File: config.mk
export PLATFORM = sky130hd
export DESIGN_NAME = mem_port_arbiter
export DESIGN_NICKNAME = d
export VERILOG_FILES = /design/src/rtl/mem_arb_pkg.sv /design/src/rtl/mem_arb_prio.sv /design/src/rtl/mem_port_arbiter.sv
export SDC_FILE = /design/constraint.sdc
export NUM_CORES = 1
export LEC_CHECK = 0
export ABC_AREA = 1
export CORE_ASPECT_RATIO = 0.5
export CORE_MARGIN = 4
export CORE_UTILIZATION = 22
export DETAILED_ROUTE_END_ITERATION = 12
export PLACE_DENSITY = 0.81
export SLEW_MARGIN = 20
export SYNTH_ARGS = -nofsm -noshare
export SYNTH_HDL_FRONTEND = slang
export SYNTH_SLANG_ARGS = --single-unit
export TNS_END_PERCENT = 100
File: constraint.sdc
create_clock -name clk -period 1.95 [get_ports clk]
set_clock_uncertainty 0.05 [all_clocks]
set_input_delay 0.585 -clock clk [delete_from_list [all_inputs] [get_ports clk]]
set_output_delay 0.585 -clock clk [all_outputs]
set_load 0.03 [all_outputs]
File: src/rtl/mem_arb_pkg.sv
// Shared types and constants for the I/D memory port arbiter.
package mem_arb_pkg;

  // Access sequencing: issue in IDLE, wait out the read latency, then respond.
  typedef enum logic [1:0] {
    IDLE,
    WAIT,
    RESP
  } state_t;

  // Which requester owns the access currently in flight.
  typedef enum logic [1:0] {
    NONE,
    OWN_I,
    OWN_D
  } owner_t;

  // Supported memory read latency range, in cycles.
  localparam int MEM_LAT_MIN = 1;
  localparam int MEM_LAT_MAX = 7;

  // Width of the latency countdown; holds any value up to MEM_LAT_MAX.
  localparam int LAT_W = $clog2(MEM_LAT_MAX + 1);

endpackage

File: src/rtl/mem_arb_prio.sv
// Winner select between fetch (I) and load/store (D) with an anti-starvation
// streak counter. D wins ties until it has taken MAX_D_STREAK grants in a row
// while I was waiting; the next contested grant then goes to I.
module mem_arb_prio #(
  parameter int MAX_D_STREAK = 4
) (
  input  logic clk,
  input  logic rst,
  input  logic arb_en,
  input  logic i_req,
  input  logic d_req,
  output logic grant_i,
  output logic grant_d
);

  localparam int STREAK_W = $clog2(MAX_D_STREAK + 1);
  localparam logic [STREAK_W-1:0] STREAK_MAX = STREAK_W'(MAX_D_STREAK);

  logic [STREAK_W-1:0] d_streak;

  // Pick the winner for this cycle; nothing is granted outside an arbitration slot.
  always_comb begin
    // NOTE: every output gets a default first so no path can infer a latch.
    grant_i = 1'b0;
    grant_d = 1'b0;
    if (arb_en) begin
      if (i_req && d_req) begin
        if (d_streak == STREAK_MAX) grant_i = 1'b1;
        else                        grant_d = 1'b1;
      end else if (i_req) begin
        grant_i = 1'b1;
      end else if (d_req) begin
        grant_d = 1'b1;
      end
    end
  end

  // Track consecutive D wins while I is pending; reset whenever I is idle or served.
  always_ff @(posedge clk) begin
    if (!rst) begin
      d_streak <= '0;
    end else if (arb_en) begin
      if (grant_i || !i_req) begin
        d_streak <= '0;
      end else if (grant_d && (d_streak != STREAK_MAX)) begin
        d_streak <= d_streak + STREAK_W'(1);
      end
    end
  end

endmodule

File: src/rtl/mem_port_arbiter.sv
// Shares one single-port memory of fixed read latency between the fetch port
// (I) and the load/store port (D). One access is sequenced at a time: issue,
// wait MEM_LAT cycles, pulse the owner's ready for one cycle, return to idle.
// Optional stall counters are built when MEM_ARB_PERF_CNT_EN is defined.
module mem_port_arbiter
  import mem_arb_pkg::*;
#(
  parameter int ADDR_W       = 9,
  parameter int DATA_W       = 32,
  parameter int MEM_LAT      = 1,
  parameter int MAX_D_STREAK = 4
) (
  input  logic              clk,
  input  logic              rst,
  input  logic              i_req,
  input  logic [ADDR_W-1:0] i_addr,
  output logic [DATA_W-1:0] i_rdata,
  output logic              i_ready,
  input  logic              d_req,
  input  logic              d_we,
  input  logic [ADDR_W-1:0] d_addr,
  input  logic [DATA_W-1:0] d_wdata,
  output logic [DATA_W-1:0] d_rdata,
  output logic              d_ready,
  output logic              m_en,
  output logic              m_we,
  output logic [ADDR_W-1:0] m_addr,
  output logic [DATA_W-1:0] m_wdata,
  input  logic [DATA_W-1:0] m_rdata
`ifdef MEM_ARB_PERF_CNT_EN
  ,
  output logic [31:0]       i_stall_cnt,
  output logic [31:0]       d_stall_cnt
`endif
);

  // Out-of-range latencies are clamped to the supported window.
  localparam int LAT = (MEM_LAT < MEM_LAT_MIN) ? MEM_LAT_MIN :
                       (MEM_LAT > MEM_LAT_MAX) ? MEM_LAT_MAX : MEM_LAT;
  localparam logic [LAT_W-1:0] LAT_INIT = LAT_W'(LAT - 1);

  state_t            state, state_nxt;
  owner_t            owner, owner_nxt;
  logic [LAT_W-1:0]  lat_cnt, lat_nxt;
  logic              arb_en;
  logic              grant_i, grant_d;
  logic [ADDR_W-1:0] owner_addr;

  // Arbitration only happens in IDLE and never while reset is asserted.
  assign arb_en = (state == IDLE) && rst;

  mem_arb_prio #(
    .MAX_D_STREAK (MAX_D_STREAK)
  ) u_prio (
    .clk     (clk),
    .rst     (rst),
    .arb_en  (arb_en),
    .i_req   (i_req),
    .d_req   (d_req),
    .grant_i (grant_i),
    .grant_d (grant_d)
  );

  assign owner_addr = (owner == OWN_D) ? d_addr : i_addr;

  // Next-state and memory/ready outputs for the issue-wait-respond sequence.
  always_comb begin
    state_nxt = state;
    owner_nxt = owner;
    lat_nxt   = lat_cnt;
    m_en      = 1'b0;
    m_we      = 1'b0;
    m_addr    = '0;
    m_wdata   = '0;
    i_ready   = 1'b0;
    d_ready   = 1'b0;
    case (state)
      IDLE: begin
        owner_nxt = NONE;
        if (grant_i || grant_d) begin
          m_en = 1'b1;
          if (grant_d) begin
            m_we      = d_we;
            m_addr    = d_addr;
            m_wdata   = d_wdata;
            owner_nxt = OWN_D;
          end else begin
            m_addr    = i_addr;
            owner_nxt = OWN_I;
          end
          lat_nxt   = LAT_INIT;
          state_nxt = (LAT == 1) ? RESP : WAIT;
        end
      end
      WAIT: begin
        m_addr  = owner_addr;
        lat_nxt = lat_cnt - LAT_W'(1);
        if (lat_cnt == LAT_W'(1)) state_nxt = RESP;
      end
      RESP: begin
        m_addr    = owner_addr;
        i_ready   = (owner == OWN_I);
        d_ready   = (owner == OWN_D);
        owner_nxt = NONE;
        state_nxt = IDLE;
      end
      default: begin
        state_nxt = IDLE;
        owner_nxt = NONE;
      end
    endcase
  end

  // Read data is passed through only to the requester being answered.
  assign i_rdata = i_ready ? m_rdata : '0;
  assign d_rdata = d_ready ? m_rdata : '0;

  // State register; reset abandons any in-flight access.
  always_ff @(posedge clk) begin
    // NOTE: reset is sampled on the clock edge (synchronous), not in the sensitivity list.
    if (!rst) begin
      state   <= IDLE;
      owner   <= NONE;
      lat_cnt <= '0;
    end else begin
      // NOTE: sequential state uses non-blocking assignments so all registers update together.
      state   <= state_nxt;
      owner   <= owner_nxt;
      lat_cnt <= lat_nxt;
    end
  end

`ifdef MEM_ARB_PERF_CNT_EN
  // Count cycles each requester spends waiting; wraps naturally at 2^32.
  always_ff @(posedge clk) begin
    if (!rst) begin
      i_stall_cnt <= '0;
      d_stall_cnt <= '0;
    end else begin
      if (i_req && !i_ready) i_stall_cnt <= i_stall_cnt + 32'd1;
      if (d_req && !d_ready) d_stall_cnt <= d_stall_cnt + 32'd1;
    end
  end
`endif

endmodule

==> results by group <==
STA
  – Fin. max-slew vios: 0
  – Final setup vio count: 82
  – Final WS setup: -0.206 ns
  – Hold Vio Cnt, Final: 0
  – Crit share post-route: 111%
  – Worst slew pin tran: 0.396 ns
  – Final Critical Period: 2.16 ns
  – RSZ-0062 raised after global routing: yes
  – Slew headroom: 73.3%
  – Worst hold margin: 0.544 ns
  – Peak Freq: 464 MHz

Final layout
  – # nets final: 556
  – Synthesis-to-finish area growth: 251%
  – Final core occ: about 83%
  – Final instance area: 0.00426 mm2
  – Share of layout cells above drive strength 1: 53.1%

Synth
  – Dominant cells by area after synthesis: inv_1 24%, nor2_1 23%, nor2_2 12%
  – Yosys warning count: 0
  – Synthesized Nets: 335
  – Async S/R FF share, synth: 0%
  – Number of synthesized flops with an enable pin: 0
  – Cells after synthesis: 246
  – Register area share after synthesis: approximately a tenth
  – Synth Register Bits: 6
  – Synth area leader: inv_1
  – Post-synthesis area per instance: 4.93 um2
  – Most frequent cell after synthesis: inv_1
  – Synth Flop Type: dfxtp_1
  – Synth top area share: 23.5%
  – Mapped cell area: about 0.0012 mm2
  – Top cells by instance count after synthesis: 76 x inv_1, 75 x nor2_1, 33 x nand2_1, 24 x nor2_2
  – Number of library cell types mapped by synthesis: 18

Status
  – Failing checks: setup timing
  – Status: complete, but fails checks

Placement
  – Buffers on Ports: a little under 200
  – Post-DP Area: about 0.0030 mm2
  – Hpwl dp: ~5000 um
  – Placer Congestion: 0.815

CTS
  – Root Buffer: clkbuf_8
  – Clock sinks: 6
  – Clock H-tree levels: 1
  – Post-CTS Hold Buffers: 0
  – CTS tree: yes
  – Max Buffers Root-to-Sink: 2
  – Num CTS Buffers: 3
  – Worst-path clk slew: 0.04 ns
  – Clk_lat worst skew: ~0.23 ns

Global route
  – Vias in the first global route: between 2,000 and 2,500
  – Grt total ovfl: 0
  – Largest net degree at the start of global routing: 34
  – First-pass GRT wire length: between 10,000 and 15,000 um
  – Total GRT Usage: 20.0%
  – Initial antenna violation count: 0

Worst setup path
  – Critical path origin: owner[1]
  – Critical path class: flop to primary output
  – CP required: 1.31 ns
  – Startpoint Class: flop
  – CP arrival: 1.52 ns
  – FF-to-FF Start: u_prio.d_streak[0]
  – Max FO, Critical Path: 9
  – Crit path capture type: primary output

Routing
  – First-iteration detailed-routing DRC count: roughly 120
  – DRT Pass-1 Iters: 4
  – DRT Wirelength: 9370 um
  – DR vias/cell: around 4.4
  – DRT antenna net count: 0
  – DRC errors left: 0
  – Wire per inst: 17.5 um
  – Via Count: approximately 2,400

Hold path
  – Hold path startpoint: u_prio.d_streak[0]
  – Hold Path Class: flop to flop

Power
  – Max VDD drop: 183 uV
  – Leak pwr: 2.19 nW
  – PwrDens: 272 mW/mm2

Floorplanning
  – Ports: between 150 and 200
  – Die width: 113 um
  – Die height: approximately 61 um
  – Initial Util: 23.6%
  – Core Box Area: 0.00513 mm2
  – Die Footprint: 0.00684 mm2
  – Row count: 18

Job
  – Max Cap Violations: 0
-- per-stage QoR --
stage,instances,setup WS [ns],setup TNS [ns],power [mW]
after floorplan,246,-0.0210,-0.516,0.423
after global placement,513,-0.519,-23.20,0.731
after detailed placement,513,-0.538,-23.74,0.733
after CTS,527,-0.183,-6.17,1.06
after global routing,535,-0.282,-16.96,1.21
final,536,-0.206,-12.30,1.16
-- final timing paths --
| path | to | slack, ns | depth (start not counted) |
|---|---|---|---|
| max | m_addr[8] | -0.21 | 6 |
| min | u_prio.d_streak[0] | 0.54 | 3 |
| max reg2reg | u_prio.d_streak[1] | 0.44 | 8 |
| min reg2reg | u_prio.d_streak[0] | 0.54 | 3 |
-- flip-flops by register name (all words and copies together), names as in the netlist --
register,count
state,1
owner,2
u_prio.d_streak,3
-- power breakdown --
| group | internal (mW) | switching [mW] |
|---|---|---|
| combinational | 0.392 | 0.437 |
| clock | 0.133 | 0.0621 |
| sequential | 0.129 | 0.00567 |
| total | 0.654 | 0.504 |
-- timing repair --
action / 4_1_cts / 5_1_grt
pin swaps: 43 / 14
hold endpoints to repair: 0 / 0
setup buffers: 5 / 3
resized for setup: 159 / 116
setup endpoints to repair: 108 / 102
cloned: 6 / 6
-- area by class of cell --
cell class | count | area [um2]
fillers | 287 | 878
repair buffers | 225 | 2430
well taps | 70 | 87.6
clock buffers | 3 | 41.3
diodes | 1 | 2.50
flip-flops and latches | 6 | 125
multi-input cells | 154 | 1280
inverters | 77 | 289
-- cell usage in the layout (no fill, tap or decap), types with 2 or more instances in the layout --
cell | netlist | layout
inv_2 | 1 | 7
clkdlybuf4s50_1 | 0 | 51
nor2_4 | 4 | 67
nand3_4 | 1 | 4
a21oi_1 | 2 | 2
buf_6 | 4 | 82
nand2_8 | 0 | 2
dlygate4sd2_1 | 0 | 32
nand3_1 | 5 | 2
nor2_1 | 75 | 34
clkbuf_16 | 0 | 5
o21ai_0 | 2 | 2
inv_1 | 76 | 70
buf_4 | 0 | 42
dfxtp_1 | 6 | 2
nand2_2 | 2 | 10
clkbuf_8 | 0 | 3
buf_12 | 0 | 6
buf_16 | 0 | 5
nand2_4 | 1 | 5
nand2_1 | 33 | 20
dfxtp_2 | 0 | 4
nor2_2 | 24 | 2
-- critical path, stage by stage, from the launching register on --
cell and delay, ns:
dfxtp_1 0.38, inv_1 0.10, o21ai_0 0.35, nand2_4 0.15, nand2_1 0.09, nand2_1 0.08, buf_6 0.14
-- routing by layer --
layer	part of all wire (%)	up-vias	track usage, %
li1	-	1122	-
met1	34	1115	21.4
met2	58	95	42.3
met3	4.9	24	3.29
met4	2.7	0	4.11
met5	0	-	0
-- logic make-up (layout without fill, tap and decap cells) --
kind of cell               Yosys count  in the layout  share of synthesized area (%)
AOI/OAI and AO/OA                    5              5                           2.27
adders and majority gates            2              2                           2.06
buffers and inverters               87            305                           30.0
other                                0              1                              0
and+or+nand+nor                    146            147                           55.8
DFF                                  6              6                           9.90
No activity file was read; power rests on OpenSTA's default activity.
